## src/rtl/wb_sram_ctrl_if.sv

```systemverilog
// Wishbone pipelined bus between the GPU local-RAM master and wb_sram_ctrl.
//
// Handshake:
//   A request is presented with WB_CYC_IN & WB_STB_IN. It is taken on the
//   rising clock edge where WB_STALL_OUT is low. Exactly one WB_ACK_OUT or
//   WB_ERR_OUT pulse (one cycle) answers each accepted request. The master
//   must hold WB_CYC_IN high until that pulse arrives. Dropping WB_CYC_IN
//   earlier abandons the access, and no answer is given.
//
// Signals (directions seen from the slave):
//   WB_ADR_IN[31:0]      byte address
//   WB_CYC_IN / WB_STB_IN  cycle / strobe
//   WB_WE_IN             1 = write
//   WB_SEL_IN[3:0]       byte-lane selects
//   WB_CTI_IN / WB_BTE_IN  cycle / burst type (carried, not interpreted)
//   WB_DAT_WR_IN[31:0]   write data
//   WB_STALL_OUT         request cannot be taken this cycle
//   WB_ACK_OUT / WB_ERR_OUT  completion / rejection pulse
//   WB_DAT_RD_OUT[31:0]  read data, valid with WB_ACK_OUT
interface wb_sram_ctrl_if;
  logic [31:0] WB_ADR_IN;
  logic        WB_CYC_IN;
  logic        WB_STB_IN;
  logic        WB_WE_IN;
  logic [3:0]  WB_SEL_IN;
  logic [2:0]  WB_CTI_IN;
  logic [1:0]  WB_BTE_IN;
  logic [31:0] WB_DAT_WR_IN;
  logic        WB_STALL_OUT;
  logic        WB_ACK_OUT;
  logic        WB_ERR_OUT;
  logic [31:0] WB_DAT_RD_OUT;

  modport slave (
    input  WB_ADR_IN, WB_CYC_IN, WB_STB_IN, WB_WE_IN, WB_SEL_IN,
           WB_CTI_IN, WB_BTE_IN, WB_DAT_WR_IN,
    output WB_STALL_OUT, WB_ACK_OUT, WB_ERR_OUT, WB_DAT_RD_OUT
  );

  modport master (
    output WB_ADR_IN, WB_CYC_IN, WB_STB_IN, WB_WE_IN, WB_SEL_IN,
           WB_CTI_IN, WB_BTE_IN, WB_DAT_WR_IN,
    input  WB_STALL_OUT, WB_ACK_OUT, WB_ERR_OUT, WB_DAT_RD_OUT
  );
endinterface

```

## src/rtl/wb_sram_ctrl.sv

```systemverilog
// Wishbone pipelined slave bridging the GPU local-RAM bus to an external
// 16-bit asynchronous SRAM. Each 32-bit access becomes one or two 16-bit SRAM
// phases (LO half, then HI half) of WAIT_STATES+1 cycles each, with one
// strobes-off cycle between the two phases. Byte selects map onto LB/UB.
//
// Ports:
//   CLK, RST_ASYNC (async, active low), EN (clock enable, freezes all state)
//   bus            Wishbone slave (see wb_sram_ctrl_if)
//   SRAM_ADDR_OUT  word address; SRAM_DQ_OUT / SRAM_DQ_IN data; SRAM_DQ_OE_OUT
//                  pad enable while writing
//   SRAM_*_N_OUT   active-low chip/output/write enable and byte strobes
//   dbgState       current FSM state (IDLE=0, LO=1, HI=2, DONE=3)
//
// Every output is a flop. The output flops are loaded from the values that
// belong to the state being entered, so the pins line up with the state
// register cycle for cycle.
module wb_sram_ctrl #(
  parameter int SRAM_ADDR_W = 19,
  parameter int WAIT_STATES = 1
) (
  input  logic                   CLK,
  input  logic                   RST_ASYNC,
  input  logic                   EN,
  wb_sram_ctrl_if.slave          bus,
  output logic [SRAM_ADDR_W-1:0] SRAM_ADDR_OUT,
  output logic [15:0]            SRAM_DQ_OUT,
  input  logic [15:0]            SRAM_DQ_IN,
  output logic                   SRAM_DQ_OE_OUT,
  output logic                   SRAM_CE_N_OUT,
  output logic                   SRAM_OE_N_OUT,
  output logic                   SRAM_WE_N_OUT,
  output logic                   SRAM_LB_N_OUT,
  output logic                   SRAM_UB_N_OUT,
  output logic [1:0]             dbgState
);

  typedef enum logic [1:0] {
    IDLE = 2'd0,
    LO   = 2'd1,
    HI   = 2'd2,
    DONE = 2'd3
  } state_t;

  localparam logic [2:0] LAST       = 3'(WAIT_STATES);
  // With wait states the last cycle of a write phase keeps data on the bus
  // with WE_N high; with none, the single cycle is the write pulse.
  localparam bit         HOLD_CYCLE = (WAIT_STATES != 0);

  // FSM and captured request
  state_t                 state, stateNext;
  logic [2:0]             cnt, cntNext;
  logic                   gap, gapNext;        // strobes-off cycle before HI
  logic                   aborted, abortedNext;
  logic                   reqWe, reqWeNext;
  logic                   reqErr, reqErrNext;
  logic [3:0]             reqSel, reqSelNext;
  logic [31:0]            reqDat, reqDatNext;
  logic [SRAM_ADDR_W-2:0] reqWord, reqWordNext;

  // Output registers and their next values
  logic                   stallQ, stallNext;
  logic                   ackQ, ackNext;
  logic                   errQ, errNext;
  logic [31:0]            datRdQ, datRdNext;
  logic [SRAM_ADDR_W-1:0] addrNext;
  logic [15:0]            dqOutNext;
  logic                   dqOeNext, ceNNext, oeNNext, weNNext, lbNNext, ubNNext;

  logic accept;
  logic rangeErr;
  logic phaseEnd;
  logic phaseNext;
  logic hiHalf;
  logic unusedBits;

  assign unusedBits = ^{bus.WB_ADR_IN[1:0], bus.WB_CTI_IN, bus.WB_BTE_IN};

  assign accept   = (state == IDLE) && bus.WB_CYC_IN && bus.WB_STB_IN;
  assign rangeErr = |bus.WB_ADR_IN[31:SRAM_ADDR_W+1];
  // Last cycle of an active SRAM phase (the gap cycle is not a phase)
  assign phaseEnd = ((state == LO) || ((state == HI) && !gap)) && (cnt == LAST);

  // Next-state, capture and output-value logic
  always_comb begin
    stateNext   = state;
    cntNext     = cnt;
    gapNext     = gap;
    reqWeNext   = reqWe;
    reqErrNext  = reqErr;
    reqSelNext  = reqSel;
    reqDatNext  = reqDat;
    reqWordNext = reqWord;
    // A drop of CYC anywhere in the access is remembered until IDLE.
    abortedNext = (state != IDLE) && (aborted || !bus.WB_CYC_IN);

    case (state)
      IDLE: begin
        if (accept) begin
          reqWeNext   = bus.WB_WE_IN;
          reqErrNext  = rangeErr;
          reqSelNext  = bus.WB_SEL_IN;
          reqDatNext  = bus.WB_DAT_WR_IN;
          reqWordNext = bus.WB_ADR_IN[SRAM_ADDR_W:2];
          cntNext     = 3'd0;
          gapNext     = 1'b0;
          if (rangeErr || (bus.WB_SEL_IN == 4'd0)) begin
            stateNext = DONE;
          end else if (bus.WB_SEL_IN[1:0] != 2'd0) begin
            stateNext = LO;
          end else begin
            stateNext = HI;
          end
        end
      end
      LO: begin
        if (cnt == LAST) begin
          cntNext = 3'd0;
          if ((reqSel[3:2] != 2'd0) && !abortedNext) begin
            stateNext = HI;
            gapNext   = 1'b1;
          end else begin
            stateNext = DONE;
          end
        end else begin
          cntNext = cnt + 3'd1;
        end
      end
      HI: begin
        if (gap) begin
          // The HI phase has not started yet, so an abort skips it entirely.
          gapNext = 1'b0;
          if (abortedNext) begin
            stateNext = DONE;
          end
        end else if (cnt == LAST) begin
          stateNext = DONE;
        end else begin
          cntNext = cnt + 3'd1;
        end
      end
      DONE: begin
        stateNext = IDLE;
      end
      default: begin
        stateNext = IDLE;
      end
    endcase

    // Pin values for the cycle that follows this edge
    phaseNext = (stateNext == LO) || ((stateNext == HI) && !gapNext);
    hiHalf    = (stateNext == HI);
    ceNNext   = !phaseNext;
    oeNNext   = !(phaseNext && !reqWeNext);
    weNNext   = !(phaseNext && reqWeNext && !(HOLD_CYCLE && (cntNext == LAST)));
    dqOeNext  = phaseNext && reqWeNext;
    lbNNext   = !(phaseNext && (hiHalf ? reqSelNext[2] : reqSelNext[0]));
    ubNNext   = !(phaseNext && (hiHalf ? reqSelNext[3] : reqSelNext[1]));
    addrNext  = phaseNext ? {reqWordNext, hiHalf} : SRAM_ADDR_OUT;
    dqOutNext = SRAM_DQ_OUT;
    if (phaseNext && reqWeNext) begin
      dqOutNext = hiHalf ? reqDatNext[31:16] : reqDatNext[15:0];
    end

    stallNext = (stateNext != IDLE);
    ackNext   = (state == DONE) && !reqErr && !abortedNext;
    errNext   = (state == DONE) && reqErr && !abortedNext;

    // Read data: cleared on acceptance so unselected bytes read as zero,
    // then each half is sampled on the last cycle of its phase.
    datRdNext = datRdQ;
    if (accept) begin
      datRdNext = 32'd0;
    end else if (phaseEnd && !reqWe) begin
      if (state == LO) begin
        datRdNext[15:0]  = SRAM_DQ_IN & {{8{reqSel[1]}}, {8{reqSel[0]}}};
      end else begin
        datRdNext[31:16] = SRAM_DQ_IN & {{8{reqSel[3]}}, {8{reqSel[2]}}};
      end
    end
  end

  // FSM state and captured request
  always_ff @(posedge CLK or negedge RST_ASYNC) begin
    if (!RST_ASYNC) begin
      state   <= IDLE;
      cnt     <= 3'd0;
      gap     <= 1'b0;
      aborted <= 1'b0;
      reqWe   <= 1'b0;
      reqErr  <= 1'b0;
      reqSel  <= 4'd0;
      reqDat  <= 32'd0;
      reqWord <= '0;
    end else if (EN) begin
      state   <= stateNext;
      cnt     <= cntNext;
      gap     <= gapNext;
      aborted <= abortedNext;
      reqWe   <= reqWeNext;
      reqErr  <= reqErrNext;
      reqSel  <= reqSelNext;
      reqDat  <= reqDatNext;
      reqWord <= reqWordNext;
    end
  end

  // Output registers
  always_ff @(posedge CLK or negedge RST_ASYNC) begin
    if (!RST_ASYNC) begin
      stallQ         <= 1'b0;
      ackQ           <= 1'b0;
      errQ           <= 1'b0;
      datRdQ         <= 32'd0;
      SRAM_ADDR_OUT  <= '0;
      SRAM_DQ_OUT    <= 16'd0;
      SRAM_DQ_OE_OUT <= 1'b0;
      SRAM_CE_N_OUT  <= 1'b1;
      SRAM_OE_N_OUT  <= 1'b1;
      SRAM_WE_N_OUT  <= 1'b1;
      SRAM_LB_N_OUT  <= 1'b1;
      SRAM_UB_N_OUT  <= 1'b1;
    end else if (EN) begin
      stallQ         <= stallNext;
      ackQ           <= ackNext;
      errQ           <= errNext;
      datRdQ         <= datRdNext;
      SRAM_ADDR_OUT  <= addrNext;
      SRAM_DQ_OUT    <= dqOutNext;
      SRAM_DQ_OE_OUT <= dqOeNext;
      SRAM_CE_N_OUT  <= ceNNext;
      SRAM_OE_N_OUT  <= oeNNext;
      SRAM_WE_N_OUT  <= weNNext;
      SRAM_LB_N_OUT  <= lbNNext;
      SRAM_UB_N_OUT  <= ubNNext;
    end
  end

  assign bus.WB_STALL_OUT  = stallQ;
  assign bus.WB_ACK_OUT    = ackQ;
  assign bus.WB_ERR_OUT    = errQ;
  assign bus.WB_DAT_RD_OUT = datRdQ;
  assign dbgState          = state;

endmodule

```

## src/flat_wrapper.sv

```systemverilog
// flat-port wrapper written by rule: the top's interface ports become plain ports
module wb_sram_ctrl_flat 
#(
  parameter int SRAM_ADDR_W = 19,
  parameter int WAIT_STATES = 1
)
  (CLK, RST_ASYNC, EN, SRAM_ADDR_OUT, SRAM_DQ_OUT, SRAM_DQ_IN, SRAM_DQ_OE_OUT, SRAM_CE_N_OUT, SRAM_OE_N_OUT, SRAM_WE_N_OUT, SRAM_LB_N_OUT, SRAM_UB_N_OUT, dbgState, bus_WB_ADR_IN, bus_WB_CYC_IN, bus_WB_STB_IN, bus_WB_WE_IN, bus_WB_SEL_IN, bus_WB_CTI_IN, bus_WB_BTE_IN, bus_WB_DAT_WR_IN, bus_WB_STALL_OUT, bus_WB_ACK_OUT, bus_WB_ERR_OUT, bus_WB_DAT_RD_OUT);
  wb_sram_ctrl_if bus_i ();
  input  logic CLK;
  input  logic RST_ASYNC;
  input  logic EN;
  output logic [SRAM_ADDR_W-1:0] SRAM_ADDR_OUT;
  output logic [15:0] SRAM_DQ_OUT;
  input  logic [15:0] SRAM_DQ_IN;
  output logic SRAM_DQ_OE_OUT;
  output logic SRAM_CE_N_OUT;
  output logic SRAM_OE_N_OUT;
  output logic SRAM_WE_N_OUT;
  output logic SRAM_LB_N_OUT;
  output logic SRAM_UB_N_OUT;
  output logic [1:0] dbgState;
  input wire logic [$bits(bus_i.WB_ADR_IN)-1:0] bus_WB_ADR_IN;
  input wire logic [$bits(bus_i.WB_CYC_IN)-1:0] bus_WB_CYC_IN;
  input wire logic [$bits(bus_i.WB_STB_IN)-1:0] bus_WB_STB_IN;
  input wire logic [$bits(bus_i.WB_WE_IN)-1:0] bus_WB_WE_IN;
  input wire logic [$bits(bus_i.WB_SEL_IN)-1:0] bus_WB_SEL_IN;
  input wire logic [$bits(bus_i.WB_CTI_IN)-1:0] bus_WB_CTI_IN;
  input wire logic [$bits(bus_i.WB_BTE_IN)-1:0] bus_WB_BTE_IN;
  input wire logic [$bits(bus_i.WB_DAT_WR_IN)-1:0] bus_WB_DAT_WR_IN;
  output wire logic [$bits(bus_i.WB_STALL_OUT)-1:0] bus_WB_STALL_OUT;
  output wire logic [$bits(bus_i.WB_ACK_OUT)-1:0] bus_WB_ACK_OUT;
  output wire logic [$bits(bus_i.WB_ERR_OUT)-1:0] bus_WB_ERR_OUT;
  output wire logic [$bits(bus_i.WB_DAT_RD_OUT)-1:0] bus_WB_DAT_RD_OUT;
  assign bus_i.WB_ADR_IN = bus_WB_ADR_IN;
  assign bus_i.WB_CYC_IN = bus_WB_CYC_IN;
  assign bus_i.WB_STB_IN = bus_WB_STB_IN;
  assign bus_i.WB_WE_IN = bus_WB_WE_IN;
  assign bus_i.WB_SEL_IN = bus_WB_SEL_IN;
  assign bus_i.WB_CTI_IN = bus_WB_CTI_IN;
  assign bus_i.WB_BTE_IN = bus_WB_BTE_IN;
  assign bus_i.WB_DAT_WR_IN = bus_WB_DAT_WR_IN;
  assign bus_WB_STALL_OUT = bus_i.WB_STALL_OUT;
  assign bus_WB_ACK_OUT = bus_i.WB_ACK_OUT;
  assign bus_WB_ERR_OUT = bus_i.WB_ERR_OUT;
  assign bus_WB_DAT_RD_OUT = bus_i.WB_DAT_RD_OUT;
  wb_sram_ctrl #(.SRAM_ADDR_W(SRAM_ADDR_W), .WAIT_STATES(WAIT_STATES)) u_core (.CLK(CLK), .RST_ASYNC(RST_ASYNC), .EN(EN), .bus(bus_i), .SRAM_ADDR_OUT(SRAM_ADDR_OUT), .SRAM_DQ_OUT(SRAM_DQ_OUT), .SRAM_DQ_IN(SRAM_DQ_IN), .SRAM_DQ_OE_OUT(SRAM_DQ_OE_OUT), .SRAM_CE_N_OUT(SRAM_CE_N_OUT), .SRAM_OE_N_OUT(SRAM_OE_N_OUT), .SRAM_WE_N_OUT(SRAM_WE_N_OUT), .SRAM_LB_N_OUT(SRAM_LB_N_OUT), .SRAM_UB_N_OUT(SRAM_UB_N_OUT), .dbgState(dbgState));
endmodule
```

## config.mk

```make
export PLATFORM = sky130hd
export DESIGN_NAME = wb_sram_ctrl_flat
export DESIGN_NICKNAME = d
export VERILOG_FILES = /design/src/rtl/wb_sram_ctrl_if.sv /design/src/rtl/wb_sram_ctrl.sv /design/src/flat_wrapper.sv
export SDC_FILE = /design/constraint.sdc
export NUM_CORES = 1
export LEC_CHECK = 0
export BUFFER_PORTS_ARGS = -buffer_cell sky130_fd_sc_hd__buf_2
export CORE_UTILIZATION = 39
export CTS_CLUSTER_DIAMETER = 120
export CTS_CLUSTER_SIZE = 16
export DETAILED_ROUTE_END_ITERATION = 7
export SLEW_MARGIN = 20
export SYNTH_ARGS = -nofsm -noshare
export SYNTH_HDL_FRONTEND = slang
export SYNTH_SLANG_ARGS = --single-unit
```

## constraint.sdc

```tcl
create_clock -name CLK -period 5.8 [get_ports CLK]
set_input_delay 0.58 -clock CLK [delete_from_list [all_inputs] [get_ports CLK]]
set_output_delay 0.58 -clock CLK [all_outputs]
set_load 0.01 [all_outputs]
```

Word level (Yosys, flattened, before mapping)
Index checks and enable logic that the tools add are counted.
W data, S select, Z words.
{ "classes": {"add_sub_neg": 1, "n_eq_ne": 8, "mux": 33, "bitwise_logic": 2, "n_reduce_logical": 48} }
{ "op_table": {"columns": ["cell", "count"], "rows": [
  ["$mux W32", 4],
  ["$mux W16", 3],
  ["$mux W18", 2],
  ["$and A16 B16 Y16", 2],
  ["$logic_and A1 B1 Y1", 17],
  ["$mux W2", 7],
  ["$logic_not A1 Y1", 13],
  ["$mux W3", 4],
  ["$reduce_bool A2 Y1", 6],
  ["$reduce_or A12 Y1", 1],
  ["$pmux W3 S3", 1],
  ["$reduce_and A3 Y1", 3],
  ["$mux W1", 8],
  ["$mux W4", 2],
  ["$pmux W2 S4", 1],
  ["$eq A2 B2 Y1 const B", 3],
  ["$eq A3 B1 Y1 const B", 2],
  ["$eq A2 B1 Y1 const B", 2],
  ["$logic_not A4 Y1", 1],
  ["$logic_or A1 B1 Y1", 4],
  ["$reduce_and A2 Y1", 2],
  ["$add A3 B1 Y3 const B", 1],
  ["$pmux W1 S3", 1],
  ["$logic_not A2 Y1", 1],
  ["$ne A2 B1 Y1 const B", 1]
]} }
{ "word_totals": {"ff_bits": 139, "inputBits": 95, "out_inout_bits": 78, "elab_cells": 114} }

Longest topological paths before layout
Gate-level depths: netlist of run 1.
{ "depth": {"depth_word": 14, "depth_mapped": 9, "depth_no_buf": 9} }

Worst setup path before layout of run 1
Ideal clock, no wire load.
{ "synth_timing": {"path_type": "register -> register", "startpoint": "reg u_core.cnt[0]", "endpoint": "reg u_core.SRAM_DQ_OUT[10]", "t_arrival_ns": 2.350, "required_time_ns": 5.675, "path_slack_ns": 3.324, "path_stages_with_launch": 9, "synth_period_minus_slack_ns": 2.476, "path_cell_list": "dfrtp_1 > ha_1 > and2b_1 > o21a_1 > a22o_1 > or3_4 > o22ai_4 > buf_8 > mux2_4"} }
{ "synth_via": {"elab_chain_len": 9} }
{ "synth_rtl": {"columns": ["item", "line_no", "rtl"], "rows": [
  ["start: declaration", "wb_sram_ctrl.sv:51", "logic [2:0] cnt, cntNext;"],
  ["start signal: assignment", "wb_sram_ctrl.sv:196", "cnt <= cntNext;"],
  ["$eq A3 B1 Y1 (*)", "wb_sram_ctrl.sv:116, wb_sram_ctrl.sv:135", null],
  ["$mux W2", "wb_sram_ctrl.sv:135", "end else if (cnt == LAST) begin"],
  ["$mux W2", "wb_sram_ctrl.sv:129", "if (gap) begin"],
  ["$pmux W2 S4", "wb_sram_ctrl.sv:96", "case (state)"],
  ["$eq A2 B2 Y1", "wb_sram_ctrl.sv:150, wb_sram_ctrl.sv:151", null],
  ["$logic_and A1 B1 Y1", "wb_sram_ctrl.sv:150", "phaseNext = (stateNext == LO) || ((stateNext == HI) && !gapNext);"],
  ["$logic_or A1 B1 Y1", "wb_sram_ctrl.sv:150", null],
  ["$logic_and A1 B1 Y1", "wb_sram_ctrl.sv:160", "if (phaseNext && reqWeNext) begin"],
  ["$reduce_and A2 Y1 (no line)", null, null],
  ["end signal: assignment", "wb_sram_ctrl.sv:228", "SRAM_DQ_OUT <= dqOutNext;"],
  ["end: declaration", "wb_sram_ctrl.sv:26", "output logic [15:0] SRAM_DQ_OUT,"]
]} }
Every way passes the cells marked *; elsewhere a longest branch is shown, timed or not.
A chain may end at the register's enable or synchronous reset.

Worst setup path after layout of run 1
{ "layout_timing": {"startpoint": "reg u_core.state[1] (netlist: u_core.dbgState[1])", "endpoint": "reg u_core.SRAM_DQ_OUT[2]"} }
{ "layout_via": {"elab_chain_len": 12} }
{ "layout_rtl": {"columns": ["item", "line_no", "rtl"], "rows": [
  ["start: declaration", "wb_sram_ctrl.sv:50", "state_t state, stateNext;"],
  ["start signal: assignment", "wb_sram_ctrl.sv:195", "state <= stateNext;"],
  ["$reduce_bool A2 Y1", "wb_sram_ctrl.sv:94", "abortedNext = (state != IDLE) && (aborted || !bus.WB_CYC_IN);"],
  ["$logic_and A1 B1 Y1", "wb_sram_ctrl.sv:94", null],
  ["$logic_not A1 Y1", "wb_sram_ctrl.sv:118", "if ((reqSel[3:2] != 2'd0) && !abortedNext) begin"],
  ["$logic_and A1 B1 Y1", "wb_sram_ctrl.sv:118", null],
  ["$mux W1", "wb_sram_ctrl.sv:118", null],
  ["$mux W2 or $mux W1 (tied branches)", "wb_sram_ctrl.sv:116", "if (cnt == LAST) begin"],
  ["$pmux W2 S4 or $pmux W1 S3 (tied branches)", "wb_sram_ctrl.sv:96", null],
  ["$eq A2 B2 Y1 or $logic_not A1 Y1 (tied branches)", "wb_sram_ctrl.sv:150, wb_sram_ctrl.sv:151", null],
  ["$logic_and A1 B1 Y1", "wb_sram_ctrl.sv:150", null],
  ["$logic_or A1 B1 Y1", "wb_sram_ctrl.sv:150", null],
  ["$logic_and A1 B1 Y1", "wb_sram_ctrl.sv:160", null],
  ["$reduce_and A2 Y1 (no line)", null, null]
]} }
Parallel ways exist; a longest one is shown, timed or not.

==> metrics.txt, run 1 <==
Required @ worst endpoint roughly 6100 ps; min cycle time layout 3180 ps; status finished clean; Synth Area in Compound Gates 0.07432; clock root cell clkbuf_16; adder-cell area share of the yosys netlist 0.005806; YS warnings 0; worst hold margin 126.8 ps; post-synthesis cell area 6465 um2; HPWL after DPL 10.04 mm; Slew @ Worst Pin 937.3 ps; endpoint class of the critical path flip-flop; Critical Path Source Type flip-flop; Nets 789; largest net degree at the start of global routing 79; post-synthesis sequential area ratio 0.5390; Ports 173; fin crit share 0.5483; worst reg2reg endpoint u_core.SRAM_DQ_OUT[2]; CTS buffer count 17; via count 4,650; Max Buffers Root-to-Sink 2; MaxCap Viol Count 0; port bufs ~170; Layout area overhead 25.37%; number of global-route vias before repair 4,767; Flop pwr share 0.362; routed wire length per instance 16.02 um; Resized Gates After CTS 0; final setup vio count 0; Syn Area/Cell 12.06 um2; CTS tree done; Sw Pwr around 1500 uW; min-delay worst type in -> async; power share of the combinational group 0.373; clock share of power 0.264; worst-skew pair later-pin latency 410 ps; Hold Vio Cnt, Final 0; largest family of logic cells by synthesized area multiplexers; pwr dens 559.5 nW/um2; die extent in y 130.8 um; core box area 16,060 um2; Peak VDD IR 0.2188 mV; WL final 14.74 mm; RD Place Congestion roughly 0.82; CP Max Fanout 29; first-pass GRT wire length 23.82 mm; commonest non-fill, non-tap cells in the layout buf_2, dfrtp_1, mux2_2; GRT overflow 0; worst relative slew slack 0.3751; Mapped Cells 536; initial antenna violation count 0; r2r setup slk 2620 ps; Max Freq 314.4 MHz; xor and xnor area share after synthesis 0; Main synth FF type dfrtp_1; ANT nets after route 0; Tot Pwr 4535 uW; reg2reg path depth 6; DRC 0; Mapped Nets 634; FFs w/ async S/R, synth 1.000; ratio of cells with drive above 1 in the final layout 0.4503; clock sinks roughly 140; Slew Viols, Final 0; signal arrival time at the worst endpoint ~3500 ps; Setup TNS Final 0 ps; critical path type reg -> reg; DRT Pass-1 Iters 5; Die Wd roughly 130 um; reg-to-reg startpoint u_core.dbgState[1]; Initial Utilization 0.4026; Antenna Cells 0; Post-CTS Hold Buffers 0; H-tree depth 4; vias per cell 5.054; internal power 3044 uW; Synth Area in Simple Gates 0.08245; die area roughly 17,000 um2; unrepaired setup endpoints after global routing no; Starting DRT DRC Count 134; EDFF count, synth 0; commonest non-fill, non-tap cell in the layout buf_2; Tot GR Track Use 0.1829; synth unique cells 48; leak pwr 0.003807 uW; fraction of synthesized area in multiplexers 0.2671; clock slew at reported path FFs 60 ps; Clock Skews 7.358 ps; sw frac 0.3288; Synth Register Bits about 140; Setup Buffers After CTS 0; number of core rows 46
-- how the worst max path moves through the flow --
stage,cells after the start,startpoint,slack [ps],endpoint
floorplan,8,u_core.cnt[0],3320,u_core.SRAM_DQ_OUT[10]
global placement,7,bus_WB_STB_IN,2570,u_core.SRAM_DQ_OUT[5]
detailed placement,7,bus_WB_CYC_IN,2530,u_core.SRAM_DQ_OUT[2]
CTS,6,u_core.dbgState[1],2560,u_core.SRAM_DQ_OUT[2]
global route,6,u_core.dbgState[1],2420,u_core.SRAM_DQ_OUT[6]
finish,6,u_core.dbgState[1],2620,u_core.SRAM_DQ_OUT[2]
-- critical path: stages (launching register included) --
cell and delay [ps]:
dfrtp_1 520, and4bb_4 760, mux2_2 250, nand2_1 120, or2_1 290, o22ai_4 680
mux2_2 420
-- synth_stat cells, types with 2 or more instances --
library cell / number / area (um2)
and2b_1: 2 / 15.01
mux2_4: 8 / 120.1
a21o_1: 2 / 15.01
o31ai_1: 2 / 15.01
nor2_1: 18 / 67.56
ha_1: 3 / 37.54
mux2i_1: 48 / 480.5
mux2_2: 90 / 1013
mux2_1: 10 / 112.6
a211o_1: 2 / 17.52
nor3_1: 3 / 15.01
inv_1: 5 / 18.77
nand2b_1: 2 / 12.51
nor2b_1: 6 / 37.54
buf_2: 9 / 45.04
a31oi_1: 5 / 31.28
nor4_1: 3 / 18.77
a21oi_1: 12 / 60.06
or3_1: 2 / 12.51
o21ai_0: 43 / 215.2
dfrtp_1: 134 / 3353
dfstp_2: 5 / 131.4
nand2_1: 74 / 277.8
clkbuf_1: 17 / 63.81
buf_1: 3 / 11.26
buf_6: 4 / 45.04
nand3_1: 3 / 15.01
-- through the flow --
stage / setup slack, ps / util / cells / cell area [um2]
3_5_place_dp: 2529 / 0.4631 / 888 / 7436
6_report: 2620 / 0.5048 / 920 / 8105
5_1_grt: 2417 / 0.5048 / 920 / 8105
2_1_floorplan: 3324 / - / 536 / 6465
4_1_cts: 2564 / 0.5042 / 920 / 8097
3_3_place_gp: 2567 / 0.4631 / 888 / 7436
-- power by group through the flow --
stage,combinational (uW),clock [uW],sequential [uW]
floorplan,1130,0,1710
global placement,1650,0,1630
detailed placement,1720,0,1660
CTS,1720,1230,1640
global route,1880,1270,1700
finish,1690,1200,1640
-- per-layer routing --
layer / up-vias / share of wire / wire, um / track usage
met5: - / 0 / 0 / 0
met4: 0 / 0.011 / 164 / 0.07099
met3: 13 / 0.073 / 1075 / 0.06515
met2: 140 / 0.49 / 7277 / 0.3053
met1: 2293 / 0.42 / 6217 / 0.2153
li1: 2204 / - / - / -
-- layout make-up --
type	count	area (um2)
clock buffer	21	470.5
tap	216	270.3
inverter	6	22.52
timing repair buffer	170	873.3
multi-input combinational	357	2794
fill	1462	7953
sequential	139	3485
clock inverter	11	190.2
-- flip-flops by register name, indices dropped and copies added (netlist names), 2 cells and up --
register	cells
u_core.bus.WB_DAT_RD_OUT	32
u_core.reqDat	32
u_core.SRAM_ADDR_OUT	19
u_core.reqWord	18
u_core.SRAM_DQ_OUT	16
u_core.reqSel	4
u_core.cnt	3
u_core.dbgState	2
-- cells by family (layout without fill, tap and decap cells) --
family                   Yosys count  in the layout
AO/OA/AOI/OAI                     78             78
buffers and inverters             40            208
flip-flops                       139            139
AND/OR/NAND/NOR                  120            120
adder cells (fa/ha/maj)            3              3
multiplexers                     156            156
Power figures use the tool's default switching activity.
==> inputs of run 2 (changes only) <==
--- a/config.mk
+++ b/config.mk
@@ -5,6 +5,7 @@
 export SDC_FILE = /design/constraint.sdc
 export NUM_CORES = 1
 export LEC_CHECK = 0
+export ABC_AREA = 1
 export BUFFER_PORTS_ARGS = -buffer_cell sky130_fd_sc_hd__buf_2
 export CORE_UTILIZATION = 39
 export CTS_CLUSTER_DIAMETER = 120
==> constraint.sdc (replaced) <==
create_clock -name CLK -period 3.3 [get_ports CLK]
set_input_delay 0.33 -clock CLK [delete_from_list [all_inputs] [get_ports CLK]]
set_output_delay 0.33 -clock CLK [all_outputs]
set_load 0.01 [all_outputs]
==> run 2 against run 1 <==
Flip-flop and latch count is the same. Routed wire length increased by 14%. Total power rose by 72%. Die area rose by 1.9%. Critical path depth up 6. Sequential share of layout area shrank 0.22 points. Critical path type unchanged. Hold slack improved by 40 ps. Clock-buffer cell count decreased by 4. Fmax grew 31%. Non-clock buffer count is 5 higher. Final cell count up 33%. Register-to-register slack got worse by 1700 ps.
==> metrics.txt, run 2 <==
FFs w/ async S/R, synth 1.000 (unchanged); EDFF count, synth 0 (unchanged); clock sinks 139 (unchanged); Slew @ Worst Pin 817.9 ps (was 937.3 ps); Mapped Nets 935 (was 634); Slew Viols, Final 0 (unchanged); Worst Path Buf+Inv 3 (was 0); ANT nets after route 0 (unchanged); endpoint class of the critical path flip-flop (unchanged); Max Freq 413.0 MHz (was 314.4 MHz); via count 5,858 (was 4,650); GRT overflow 0 (unchanged); worst relative slew slack 0.4540 (was 0.3751); area leader, netlist dfrtp_1 (unchanged); Max Buffers Root-to-Sink 2 (unchanged); Tot GR Track Use 0.2051 (was 0.1829); Hold Vio Cnt, Final 0 (unchanged); Peak VDD IR 0.4418 mV (was 0.2188 mV); Initial Utilization 0.3988 (was 0.4026); WL final 16.78 mm (was 14.74 mm); fillers 1,669 (was 1,462); H-tree depth 4 (unchanged); Starting DRT DRC Count 455 (was 134); largest family of logic cells by synthesized area simple AND/OR/NAND/NOR gates (was multiplexers); Post-CTS Hold Buffers 1 (was 0); Worst path max stage delay 510 ps (was 760 ps); CTS tree done (unchanged); die extent in y 132.0 um (was 130.8 um); pwr dens 959.5 nW/um2 (was 559.5 nW/um2); Mapped Cells 837 (was 536); largest net degree at the start of global routing 83 (was 79); top-count cell post-synth nand2_1 (was dfrtp_1); Ports 173 (unchanged); Die Wd 132.0 um (was 130.8 um); DRC 0 (unchanged); Synth Register Bits 139 (unchanged); adder-cell area share of the yosys netlist 0.005696 (was 0.005806); min cycle time layout 2422 ps (was 3180 ps); commonest non-fill, non-tap cells in the layout nand2_1, buf_2, dfrtp_1 (was buf_2, dfrtp_1, mux2_2); HPWL after DPL 11.32 mm (was 10.04 mm); Clock Skews 9.399 ps (was 7.358 ps); clock root cell clkbuf_16 (unchanged); min-delay worst type in -> reg (was in -> async); Critical Path Source Type flip-flop (unchanged); DRT Pass-1 Iters 5 (unchanged); unrepaired setup endpoints after global routing no (unchanged); Synth Area in Simple Gates 0.2521 (was 0.08245); Worst path most repeated cell nand2_1 (was mux2_2); r2r setup slk 880 ps (was 2620 ps); number of global-route vias before repair 5,646 (was 4,767); xor and xnor area share after synthesis 0 (unchanged); MaxCap Viol Count 0 (unchanged); Layout area overhead 23.62% (was 25.37%); worst-skew pair later-pin latency 430 ps (was 410 ps); cells taking the most area after synthesis dfrtp_1, nand2_1, o21ai_0 (was dfrtp_1, mux2_2, mux2i_1); fin cells 1,220 (was 920); Main synth FF type dfrtp_1 (unchanged); routed wire length per instance 13.76 um (was 16.02 um); ratio of cells with drive above 1 in the final layout 0.2292 (was 0.4503); vias per cell 4.802 (was 5.054); post-synthesis cell area 6590 um2 (was 6465 um2); die area 17,420 um2 (was 17,100 um2); RD Place Congestion 0.8074 (was 0.8231); cell count after placement 1,186 (was 888); first-pass GRT wire length 28.06 mm (was 23.82 mm); CP cell instances inv_2, nand2_4, nor2_4, inv_2, buf_4, nand2_1, o21ai_0, nand3_1, nand2_1, nand2_1, nand2_1, nand2_1 (was and4bb_4, mux2_2, nand2_1, or2_1, o22ai_4, mux2_2); core box area 16,520 um2 (was 16,060 um2); Nets 1,084 (was 789); Synth Area in Compound Gates 0.1321 (was 0.07432); number of core rows 47 (was 46); leak pwr 0.004494 uW (was 0.003807 uW); Resized Gates After CTS 0 (unchanged); Setup TNS Final 0 ps (unchanged); Synth top cells by count nand2_1, dfrtp_1, o21ai_0 (was dfrtp_1, mux2_2, nand2_1); commonest non-fill, non-tap cell in the layout nand2_1 (was buf_2); signal arrival time at the worst endpoint 2770 ps (was 3480 ps); fin crit share 0.7338 (was 0.5483); status finished clean (unchanged); final setup vio count 0 (unchanged); Setup Buffers After CTS 0 (unchanged); CTS buffer count 17 (unchanged); YS warnings 0 (unchanged); Worst path top cell family by delay simple AND/OR/NAND/NOR gates (unchanged); initial antenna violation count 0 (unchanged); clock slew at reported path FFs 70 ps (was 60 ps); Slowest-stage cell, CP buf_4 (was and4bb_4); Required @ worst endpoint 3650 ps (was 6100 ps); port bufs 165 (unchanged); CP Max Fanout 65 (was 29); synth unique cells 29 (was 48); post-synthesis sequential area ratio 0.5288 (was 0.5390); top cell type's share of synthesized area 0.5088 (was 0.5187); fraction of synthesized area in multiplexers 0 (was 0.2671); Syn Area/Cell 7.873 um2 (was 12.06 um2); critical path type reg -> reg (unchanged)
==> run 2: changes by cell type in the layout (fill, tap and decap cells not counted), sizes merged, moves of 20 or more <==
cell / change
o31ai: +20
mux2: -108
nand2: +236
o21ai: +89
inv: +84
nand3: +68
mux2i: -48
==> run 2: metal layers <==
| metal | vias up | wire (um) | global-route usage |
|---|---|---|---|
| li1 | 2996 | - | - |
| met2 | 167 | 7855 | 0.3307 |
| met1 | 2672 | 7706 | 0.2672 |
| met4 | 0 | 316 | 0.07752 |
| met5 | - | 0 | 0 |
| met3 | 23 | 904 | 0.04998 |
==> run 2: cells by family (layout without fill, tap and decap cells) <==
family | count (synthesis) | count (layout)
other | 0 | 1
AOI/OAI and AO/OA | 162 | 162
and+or+nand+nor | 403 | 403
DFF | 139 | 139
adders and majority gates | 3 | 3
buffers and inverters | 130 | 292
==> run 2: area by class of cell <==
type / instances / area [um2] / share of cell area
clock inverter: 15 / 131.4 / 0.01613
clock buffer: 17 / 425.4 / 0.05222
sequential: 139 / 3485 / 0.4277
antenna: 1 / 2.502 / 0.0003072
timing repair buffer: 175 / 934.6 / 0.1147
tap: 220 / 275.3 / 0.03379
multi-input combinational: 568 / 2574 / 0.3159
inverter: 85 / 319.1 / 0.03916
==> run 2: worst paths after layout <==
path | cells past startpoint | to | from
min reg2reg | 2 | u_core.SRAM_ADDR_OUT[5] | u_core.SRAM_ADDR_OUT[5]
max reg2reg | 12 | u_core.SRAM_UB_N_OUT | u_core.dbgState[1]
max in group asynchronous | 3 | u_core.SRAM_WE_N_OUT | RST_ASYNC
min in group asynchronous | 2 | u_core.SRAM_ADDR_OUT[10] | RST_ASYNC
min | 3 | u_core.bus.WB_DAT_RD_OUT[28] | SRAM_DQ_IN[12]
max | 12 | u_core.SRAM_UB_N_OUT | u_core.dbgState[1]
==> run 2: stage by stage <==
stage | setup WS [ps] | hold slack, ps | utilization | area, um2 | total power, uW
floorplan | 1464 | 34.41 | - | 6590 | 5062
global placement | 877.7 | 434.8 | 0.4585 | 7577 | 6026
detailed placement | 865.8 | 446.1 | 0.4585 | 7577 | 6098
CTS | 850.1 | 150.9 | 0.4928 | 8144 | 7920
global route | 619.5 | 162.9 | 0.4928 | 8144 | 8489
finish | 878.4 | 166.6 | 0.4930 | 8147 | 7816
==> run 2: where the power goes <==
group | total (uW) | internal, uW | switching (uW)
clock | 1790 | 985 | 804
sequential | 2950 | 2510 | 441
combinational | 3080 | 1090 | 1990
total | 7820 | 4580 | 3230
==> run 2: worst register-to-register path: stages, from the launching register on <==
cell and delay [ps]:
dfrtp_1 490, inv_2 110, nand2_4 110, nor2_4 70
inv_2 190, buf_4 510, nand2_1 380, o21ai_0 170
nand3_1 90, nand2_1 90, nand2_1 40, nand2_1 60
nand2_1 50
==> inputs of run 3 (changes only) <==
==> constraint.sdc (replaced) <==
create_clock -name CLK -period 2.4 [get_ports CLK]
set_input_delay 0.24 -clock CLK [delete_from_list [all_inputs] [get_ports CLK]]
set_output_delay 0.24 -clock CLK [all_outputs]
set_load 0.01 [all_outputs]
==> run 3 against run 2 <==
Highest routed layer unchanged. Clock skew shrank 3.4 ps. Sequential power is 38% higher. Routed wire length down 0.57%. Register-to-register slack got worse by 620 ps. Clock-buffer cell count up 4. Sequential share of layout area down 0.76 points. Core utilization is 0.89 points higher.
==> metrics.txt, run 3 (synthesis results as in run 2) <==
routed wire length per instance 13.61 um (was 13.76 um); DRC 0 (unchanged); Max Freq 467.1 MHz (was 413.0 MHz); Tot Pwr 11,130 uW (was 7816 uW); ratio of cells with drive above 1 in the final layout 0.2318 (was 0.2292); worst relative slew slack 0.7045 (was 0.4540); worst-skew pair later-pin latency 420 ps (was 430 ps); Peak VDD IR 0.6200 mV (was 0.4418 mV); Layout area overhead 25.84% (was 23.62%); leak pwr 0.004576 uW (was 0.004494 uW); Critical Path Source Type flip-flop (unchanged); Nets 1,090 (was 1,084); commonest non-fill, non-tap cells in the layout nand2_1, buf_2, dfrtp_1 (unchanged); largest net degree at the start of global routing 67 (was 83); commonest non-fill, non-tap cell in the layout nand2_1 (unchanged); pwr dens 1342 nW/um2 (was 959.5 nW/um2); Tot GR Track Use 0.2026 (was 0.2051); die area 17,420 um2 (unchanged); initial antenna violation count 1 (was 0); r2r setup slk 260 ps (was 880 ps); Starting DRT DRC Count 424 (was 455); reg-to-reg startpoint u_core.dbgState[1] (unchanged); via count 5,834 (was 5,858); DRT Pass-1 Iters 5 (unchanged); HPWL after DPL 11.58 mm (was 11.32 mm); final setup vio count 0 (unchanged); min-delay worst type in -> reg (unchanged); critical path type reg -> reg (unchanged); Clock Skews 6.007 ps (was 9.399 ps); Ports 173 (unchanged); endpoint class of the critical path flip-flop (unchanged); Max Buffers Root-to-Sink 2 (unchanged); Worst path most repeated cell nand2_1 (unchanged); GRT overflow 0 (unchanged); Required @ worst endpoint 2700 ps (was 3650 ps); number of core rows 47 (unchanged); fin crit share 0.8919 (was 0.7338); ANT nets after route 0 (unchanged); die extent in y 132.0 um (unchanged); Initial Utilization 0.3988 (unchanged); Setup crit end u_core.SRAM_DQ_OUT[11] (was u_core.SRAM_UB_N_OUT); Slew @ Worst Pin 442.7 ps (was 817.9 ps); CTS tree done (unchanged); core box area 16,520 um2 (unchanged); clock sinks 139 (unchanged); clock root cell clkbuf_16 (unchanged); min cycle time layout 2141 ps (was 2422 ps); Worst path max stage delay 460 ps (was 510 ps); number of global-route vias before repair 5,456 (was 5,646); WL final 16.69 mm (was 16.78 mm); Worst Hold Depth 3 (unchanged); MaxCap Viol Count 0 (unchanged); Slowest-stage cell, CP dfrtp_1 (was buf_4); CP cell instances inv_2, nand2_4, nor2_4, nand2_1, nand2_1, nand3_2, nand2_1, nand2_1, nand3_1, nand2_1 (was inv_2, nand2_4, nor2_4, inv_2, buf_4, nand2_1, o21ai_0, nand3_1, nand2_1, nand2_1, nand2_1, nand2_1); Setup TNS Final 0 ps (unchanged); worst reg2reg endpoint u_core.SRAM_DQ_OUT[11] (was u_core.SRAM_UB_N_OUT); clock slew at reported path FFs 60 ps (was 70 ps); unrepaired setup endpoints after global routing no (unchanged); reg2reg path depth 10 (was 12); port bufs 165 (unchanged); fillers 1,675 (was 1,669); RD Place Congestion 0.8784 (was 0.8074); first-pass GRT wire length 27.68 mm (was 28.06 mm); signal arrival time at the worst endpoint 2440 ps (was 2770 ps); CP Max Fanout 18 (was 65); CTS buffer count 17 (unchanged); Die Wd 132.0 um (unchanged); Slew Viols, Final 0 (unchanged); critical path launch point u_core.dbgState[1] (unchanged); vias per cell 4.759 (was 4.802); Hold Vio Cnt, Final 0 (unchanged); H-tree depth 4 (unchanged); status finished clean (unchanged)
-- run 3: changes by cell type in the layout (fill, tap and decap cells not counted), sizes merged --
cell    before  now
buf        174  180
bufinv       0    4
clkbuf      17   21
clkinv       8    7
inv         90   83
-- run 3: worst min path at each step --
stage | startpoint | endpoint | slack (ps)
after CTS | bus_WB_DAT_WR_IN[28] | u_core.reqDat[28] | 70
after global placement | RST_ASYNC | u_core.SRAM_ADDR_OUT[10] | 180
after floorplan | RST_ASYNC | u_core.SRAM_ADDR_OUT[0] | -60
after global routing | SRAM_DQ_IN[13] | u_core.bus.WB_DAT_RD_OUT[13] | 80
final | bus_WB_DAT_WR_IN[28] | u_core.reqDat[28] | 90
after detailed placement | RST_ASYNC | u_core.SRAM_ADDR_OUT[10] | 180
-- run 3: power breakdown --
part / total (uW) / internal (uW) / switching [uW]
clock network: 2780 / 1790 / 986
registers: 4070 / 3450 / 615
logic: 4280 / 1550 / 2740
total: 11100 / 6790 / 4340
-- run 3: what timing repair did --
action / in CTS / in global routing
hold endpoints to repair: 33 / 0
setup buffers: 0 / 0
resized for setup: 0 / 1
setup endpoints to repair: 0 / 1
hold buffers: 1 / 0
-- run 3: worst max-delay path, delay by kind of cell (launching register included) --
family | cells | cell delay [ps]
and+or+nand+nor | 9 | 1440
buffers and inverters | 1 | 140
DFF | 1 | 460
-- run 3: per-layer routing --
layer,vias to the layer above,part of all wire,GRT usage,routed length (um)
met4,0,0.023,0.08527,378
met1,2662,0.45,0.2678,7525
met3,25,0.059,0.05075,985
met5,-,0,0,0
met2,159,0.47,0.3169,7797
li1,2988,-,-,-
-- run 3: area by class of cell --
| type | count | area (um2) | area share |
|---|---|---|---|
| Antenna cell | 1 | 2.502 | 0.0003018 |
| Clock buffer | 21 | 460.4 | 0.05552 |
| Inverter | 85 | 319.1 | 0.03847 |
| Sequential cell | 139 | 3485 | 0.4202 |
| Clock inverter | 11 | 167.7 | 0.02022 |
| Timing Repair Buffer | 181 | 1005 | 0.1212 |
| Tap cell | 220 | 275.3 | 0.03319 |
| Multi-Input combinational cell | 568 | 2579 | 0.3110 |
-- run 3: per-stage QoR --
| step | hold WS (ps) | cell area, um2 | std cells | utilization | setup WS [ps] |
|---|---|---|---|---|---|
| after floorplan | -55.59 | 6590 | 837 | - | 563.6 |
| after global placement | 179.6 | 7647 | 1192 | 0.4628 | 289.0 |
| after detailed placement | 175.0 | 7647 | 1192 | 0.4628 | 273.5 |
| after CTS | 73.95 | 8285 | 1225 | 0.5014 | 255.8 |
| after global routing | 81.89 | 8290 | 1225 | 0.5017 | 19.32 |
| final | 87.26 | 8293 | 1226 | 0.5019 | 259.3 |
